===== config.mk =====
export PLATFORM = sky130hd
export DESIGN_NAME = perf_counter_bank
export DESIGN_NICKNAME = d
export VERILOG_FILES = /design/src/rtl/perf_counter_bank.sv
export SDC_FILE = /design/constraint.sdc
export NUM_CORES = 1
export LEC_CHECK = 0
export ABC_CLOCK_PERIOD_IN_PS = 2600
export CAP_MARGIN = 10
export CORE_MARGIN = 2
export CORE_UTILIZATION = 25
export CTS_CLUSTER_SIZE = 14
export DETAILED_ROUTE_END_ITERATION = 12
export GPL_TIMING_DRIVEN = 1
export MAX_ROUTING_LAYER = met4
export PLACE_DENSITY = 0.41
export SYNTH_ARGS = -nofsm -noshare
export SYNTH_HDL_FRONTEND = slang
export SYNTH_SLANG_ARGS = --single-unit

===== constraint.sdc =====
create_clock -name clk -period 2.6 [get_ports clk]
set_clock_uncertainty 0.05 [all_clocks]
set_input_delay 0.26 -clock clk [delete_from_list [all_inputs] [get_ports clk]]
set_output_delay 0.26 -clock clk [all_outputs]
set_load 0.01 [all_outputs]

===== src/rtl/perf_counter_bank.sv =====
// Bank of per-channel event counters with a snapshot-and-stream dump port.
// Define PERF_PERIODIC_DUMP_EN to add a free-running DUMP_INTERVAL dump trigger.
module perf_counter_bank #(
  parameter int NUM_CH        = 8,
  parameter int CNT_W         = 32,
  parameter int INC_W         = 4,
  parameter int SATURATE      = 0,
  parameter int DUMP_INTERVAL = 1024,
  localparam int IDX_W        = (NUM_CH > 1) ? $clog2(NUM_CH) : 1
) (
  input  logic                      clk,
  input  logic                      rst,
  input  logic [NUM_CH*INC_W-1:0]   evt_inc,
  input  logic                      freeze,
  input  logic                      clr,
  input  logic                      dump_req,
  output logic                      dump_busy,
  output logic                      dump_valid,
  input  logic                      dump_ready,
  output logic [IDX_W-1:0]          dump_idx,
  output logic [CNT_W-1:0]          dump_data,
  output logic                      dump_last,
  output logic [NUM_CH-1:0]         ovf,
  output logic [0:0]                dbg_state
);

  typedef enum logic [0:0] {IDLE = 1'b0, SEND = 1'b1} state_e;

  localparam logic [IDX_W-1:0] LAST_IDX = IDX_W'(NUM_CH - 1);

  state_e           state;
  logic [IDX_W-1:0] idx;
  logic [CNT_W-1:0] cnt    [NUM_CH];
  logic [CNT_W-1:0] shadow [NUM_CH];
  logic [CNT_W-1:0] nxt    [NUM_CH];
  logic [CNT_W:0]   sum    [NUM_CH];
  logic [NUM_CH-1:0] carry;
  logic [NUM_CH-1:0] ovf_r;
  logic             start;

  // Sum is one bit wider than the counter so the carry doubles as the overflow event.
  always_comb begin
    for (int i = 0; i < NUM_CH; i++) begin
      sum[i]   = {1'b0, cnt[i]} + {{(CNT_W + 1 - INC_W){1'b0}}, evt_inc[i*INC_W +: INC_W]};
      carry[i] = sum[i][CNT_W];
      nxt[i]   = (SATURATE != 0 && carry[i]) ? {CNT_W{1'b1}} : sum[i][CNT_W-1:0];
    end
  end

  always_ff @(posedge clk or negedge rst) begin
    if (!rst) begin
      for (int i = 0; i < NUM_CH; i++) cnt[i] <= '0;
      ovf_r <= '0;
    end else if (clr) begin
      for (int i = 0; i < NUM_CH; i++) cnt[i] <= '0;
      ovf_r <= '0;
    end else if (!freeze) begin
      for (int i = 0; i < NUM_CH; i++) begin
        cnt[i] <= nxt[i];
        if (carry[i]) ovf_r[i] <= 1'b1;
      end
    end
  end

`ifdef PERF_PERIODIC_DUMP_EN
  logic [31:0] ivl;
  logic        ivl_tick;

  // A tick that lands while SEND is simply not acted on; the interval restarts regardless.
  assign ivl_tick = (ivl == 32'(DUMP_INTERVAL - 1));

  always_ff @(posedge clk or negedge rst) begin
    if (!rst) ivl <= '0;
    else      ivl <= ivl_tick ? '0 : ivl + 32'd1;
  end

  assign start = dump_req || ivl_tick;
`else
  logic unused_interval;
  assign unused_interval = |32'(DUMP_INTERVAL);
  assign start = dump_req;
`endif

  // Handshake: a beat transfers on any rising edge where dump_valid && dump_ready;
  // dump_idx/dump_data/dump_last stay stable while dump_valid is high and ready is low.
  always_ff @(posedge clk or negedge rst) begin
    if (!rst) begin
      state <= IDLE;
      idx   <= '0;
      for (int i = 0; i < NUM_CH; i++) shadow[i] <= '0;
    end else begin
      case (state)
        IDLE: begin
          if (start) begin
            for (int i = 0; i < NUM_CH; i++) shadow[i] <= cnt[i];
            idx   <= '0;
            state <= SEND;
          end
        end
        SEND: begin
          if (dump_ready) begin
            if (idx == LAST_IDX) begin
              idx   <= '0;
              state <= IDLE;
            end else begin
              idx <= idx + 1'b1;
            end
          end
        end
        default: state <= IDLE;
      endcase
    end
  end

  assign dump_busy  = (state == SEND);
  assign dump_valid = (state == SEND);
  assign dump_last  = (state == SEND) && (idx == LAST_IDX);
  assign dump_idx   = idx;
  assign dump_data  = shadow[idx];
  assign ovf        = ovf_r;
  assign dbg_state  = state;

endmodule


==> results.md, run 1 <==
Routing:
- Dividing the detail-routed wire length by the instance count gives 19.0 um.
- The number of violations reported at the end of detailed-routing iteration 0 is 977.
- The total wire length is 73.6 mm.
- The detail-routed via count per cell is 4.71.
- The number of iterations in the first detailed-routing pass is 7.
- In this run the remaining antenna-violating nets after routing total 0.
- The DRC violations left is 0.
- Detailed routing inserted a total of 18200 vias.

Die:
- The die area is 106000 sq um.
- The region available for standard cell placement spans 102000 sq um.
- For this configuration, the core starts out at a cell density of 0.253.
- The vertical die dimension is 325 um.
- The floorplan step set the die width to 325 um.
- The site row count is 117.
- The count of boundary I/O pins is 85.

Critical path:
- Measured in cells, the most critical reg-to-reg path has a length of 9.
- The required arrival time at the worst endpoint is 2290 ps.
- The critical path starts at dump_idx[0].
- Along the worst path, the maximum fanout reaches 7.
- The capturing point of the worst reg2reg path is ovf[6].
- The arrival time of the worst setup path is 2540 ps.
- For flop-to-flop paths, the worst setup slack is 90 ps.
- STA classifies the critical path startpoint as a flop.
- Following the worst setup path forward leads to its endpoint at dump_data[9].
- The startpoint of the worst-slack reg-to-reg timing path is cnt[32].
- The element type at the critical path end is an output port.
- The type of the worst setup path is reg -> out.

Finish:
- At the end of the flow the core is filled with cells to 0.314.
- The finished layout holds 3864 standard cells, fillers aside.
- In the final layout, the share of cells above drive strength 1 is 0.271.
- Compared with the post-synthesis result, the final layout area differs by 24.3%.
- The number of nets in the finished design is 2523.
- After routing the design area is 32000 sq um.

Outcome:
- The run finished, with violations left.
- The checks that failed: setup timing.

Logic synthesis:
- After technology mapping, the gate count stands at 2256.
- The prevailing post-synth register cell is sky130_fd_sc_hd__dfrtp_1.
- In the post-synthesis netlist, the biggest area contributors are sky130_fd_sc_hd__dfrtp_1 (51%), sky130_fd_sc_hd__mux2_2 (12%), sky130_fd_sc_hd__mux4_2 (5.6%).
- The synthesized netlist contains 57 unique library cells.
- The sequential share of the synthesized area is 0.510.
- The number of register bits inferred by synthesis is 524.
- Counting every net in the synthesized netlist gives 2336.
- After synthesis, the mean cell area works out to 11.4 sq um.
- The total of warnings raised by yosys is 0.
- Counting flops with a built-in enable in the synthesized netlist gives 0.
- Summed over all instances, the cell type with the most area after synthesis is sky130_fd_sc_hd__dfrtp_1.
- Of the post-synthesis cell area, the dominant cell type holds 0.510.
- In the synthesized netlist the async set-or-reset flop fraction comes to 1.00.
- The cell area after synthesis is 25700 sq um.

Timing:
- Setup repair after global routing could not meet its margin everywhere.
- The timing-limited maximum frequency is 0.350 GHz.
- The final max-slew violation count is 0.
- At the pin with the least slew margin, the transition time is 753 ps.
- Setup violations remaining at the end of the flow were counted as 32.
- The total count of hold-check failures in the final report is 0.
- The portion of the clock cycle consumed by the worst path in the final layout is 1.10.
- The relative max-transition margin is 0.498.
- The post-route worst setup slack is -253 ps.
- The minimum period implied by the final worst setup slack is 2850 ps.

Global routing:
- The global route total overflow is 0.
- The pin count of the biggest net entering global routing is 141.
- For this run, the total global-route usage over all layers was measured as 0.143.
- The number of antenna violations at the first check in global routing came to 0.
- The via count of the first global-routing pass was 18500.
- The first global-routing pass estimated 114 mm of wire.

Clock network:
- The root buffer selected by CTS is sky130_fd_sc_hd__clkbuf_16.
- In this run the deepest clock path goes through 3 buffers.
- TritonCTS built the clock tree.
- At the later pin of the worst-skew pair, clock insertion delay measures 630 ps.
- The H-tree was split into 2 levels.
- The clock edge transition at the registers on the reported setup and hold paths is 60 ps.
- The number of CTS-inserted buffers is 61.
- Clock tree synthesis found a total of 524 sinks.

Placed design:
- The detailed placement HPWL is 51.7 mm.
- At the end of routability-driven placement, the weighted congestion stood at 0.784.
- The count of buffers added on input and output ports is 84.
- The placed cell count is 3720.
- The placed instance area is 29200 sq um.

Job:
- The number of max-cap violations is 0.

Worst hold path:
- The type of the tightest min-delay check is in -> async.

Power:
- The maximum resistive drop on vdd is 473 uV.
- The static leakage is 13.7 nW.
- For this design the ratio of total power to cell area is 719 nW/um^2.
- The total power draw is 23.0 mW.
[how the worst min path moves through the flow]
| stage | cells past startpoint | endpoint |
|---|---|---|
| detailed placement | 1 | cnt[66] |
| global route | 2 | cnt[64] |
| floorplan | 0 | cnt[0] |
| CTS | 2 | cnt[64] |
| finish | 2 | cnt[66] |
| global placement | 1 | cnt[65] |
[sequential cells by signal, indices dropped and copies added (netlist names)]
name,flops
shadow,256
ovf,8
dbg_state,1
cnt,256
dump_idx,3
[report_power, final]
group | internal (mW) | leakage [nW] | total [mW] | switching, mW
Sequential | 8.65 | 7.25 | 9.00 | 0.345
Clock | 5.53 | 1.07 | 9.08 | 3.55
Combinational | 2.58 | 5.40 | 4.93 | 2.35
Total | 16.8 | 13.7 | 23.0 | 6.24
[metal layers]
layer / vias up / wire, um / track usage
li1: 8499 / - / -
met1: 9288 / 35700 / 0.201
met2: 333 / 32200 / 0.209
met3: 88 / 4120 / 0.0285
met4: 0 / 1560 / 0.0342
met5: - / 0 / -
[cells in the mapped netlist (6+ instances only)]
master	count
sky130_fd_sc_hd__dfrtp_1	524
sky130_fd_sc_hd__mux2_2	263
sky130_fd_sc_hd__nor2_1	238
sky130_fd_sc_hd__xnor2_1	126
sky130_fd_sc_hd__clkbuf_1	106
sky130_fd_sc_hd__a21oi_1	99
sky130_fd_sc_hd__nand2_1	94
sky130_fd_sc_hd__o21ai_0	90
sky130_fd_sc_hd__nand3_1	65
sky130_fd_sc_hd__mux4_2	64
sky130_fd_sc_hd__or3_1	58
sky130_fd_sc_hd__inv_1	57
sky130_fd_sc_hd__nand4_1	56
sky130_fd_sc_hd__nor3_1	47
sky130_fd_sc_hd__nor4_1	41
sky130_fd_sc_hd__xor2_1	37
sky130_fd_sc_hd__ha_1	34
sky130_fd_sc_hd__and3_1	20
sky130_fd_sc_hd__nor2b_1	20
sky130_fd_sc_hd__or4_1	18
sky130_fd_sc_hd__and4_1	17
sky130_fd_sc_hd__nor3b_1	16
sky130_fd_sc_hd__nor4b_1	15
sky130_fd_sc_hd__mux2i_1	14
sky130_fd_sc_hd__a211oi_1	12
sky130_fd_sc_hd__buf_1	12
sky130_fd_sc_hd__or2_2	12
sky130_fd_sc_hd__nand2b_1	11
sky130_fd_sc_hd__o31ai_1	11
sky130_fd_sc_hd__fa_1	8
sky130_fd_sc_hd__nand4b_1	8
sky130_fd_sc_hd__a21o_1	7
sky130_fd_sc_hd__o21a_1	7
sky130_fd_sc_hd__buf_2	6
[cell usage in the layout (no fill, tap or decap), types with 44 or more instances in the layout]
| cell | n |
|---|---|
| sky130_fd_sc_hd__nand4_1 | 56 |
| sky130_fd_sc_hd__buf_6 | 44 |
| sky130_fd_sc_hd__nor3_1 | 47 |
| sky130_fd_sc_hd__dfrtp_1 | 521 |
| sky130_fd_sc_hd__nor2_1 | 238 |
| sky130_fd_sc_hd__mux2_2 | 233 |
| sky130_fd_sc_hd__inv_1 | 57 |
| sky130_fd_sc_hd__a21oi_1 | 96 |
| sky130_fd_sc_hd__buf_4 | 120 |
| sky130_fd_sc_hd__or3_1 | 57 |
| sky130_fd_sc_hd__clkbuf_16 | 64 |
| sky130_fd_sc_hd__xnor2_1 | 126 |
| sky130_fd_sc_hd__o21ai_0 | 90 |
| sky130_fd_sc_hd__nand3_1 | 65 |
| sky130_fd_sc_hd__clkdlybuf4s50_1 | 48 |
| sky130_fd_sc_hd__mux4_2 | 64 |
| sky130_fd_sc_hd__nand2_1 | 94 |
[worst max-delay path, stage by stage (launching register included)]
cell and delay, ps:
sky130_fd_sc_hd__dfrtp_4 480, sky130_fd_sc_hd__buf_12 170, sky130_fd_sc_hd__buf_8 130, sky130_fd_sc_hd__buf_12 110, sky130_fd_sc_hd__mux4_2 540, sky130_fd_sc_hd__mux2_4 340, sky130_fd_sc_hd__buf_6 130
[through the flow]
step / TNS (ps) / hold slack [ps] / worst slack [ps]
3_3_place_gp: -11280 / 182 / -603
4_1_cts: -6520 / 117 / -308
6_report: -5000 / 131 / -253
2_1_floorplan: 0 / -85.6 / 103
5_1_grt: -7350 / 143 / -304
3_5_place_dp: -14600 / 187 / -579
[cell type report]
cell class / instances / area [sq um]
Fill cell: 10400 / 69900
Sequential cell: 524 / 13100
Multi-Input combinational cell: 1547 / 12100
Timing Repair Buffer: 252 / 2660
Clock buffer: 96 / 1920
Tap cell: 1368 / 1710
Clock inverter: 19 / 230
Inverter: 57 / 214
Antenna cell: 1 / 2.50
[timing repair]
action	4_1_cts	5_1_grt
setup endpoints to repair	38	65
setup buffers	14	13
gates cloned	3	1
hold buffers	1	0
hold endpoints to repair	174	0
resized for setup	223	32
pin swaps	2	5
[cells by family (layout without fill, tap and decap cells)]
| group | count (synthesis) | after routing | synth area share |
|---|---|---|---|
| other cells | 0 | 1 | 0 |
| fa+ha+maj | 42 | 42 | 0.0228 |
| simple gates | 749 | 749 | 0.151 |
| xor+xnor | 163 | 163 | 0.0555 |
| buf+inv | 185 | 424 | 0.0282 |
| flops | 524 | 524 | 0.510 |
| mux | 341 | 341 | 0.177 |
| compound gates | 252 | 252 | 0.0561 |
No activity file was read; power rests on OpenSTA's default activity.
==> inputs of run 2 (changes only) <==
--- a/config.mk
+++ b/config.mk
@@ -6,7 +6,6 @@
 export NUM_CORES = 1
 export LEC_CHECK = 0
 export ABC_CLOCK_PERIOD_IN_PS = 2600
-export CAP_MARGIN = 10
 export CORE_MARGIN = 2
 export CORE_UTILIZATION = 25
 export CTS_CLUSTER_SIZE = 14
==> results of run 2 <==
Same layout as run 1: the final DEF is identical, and so are final timing and power.
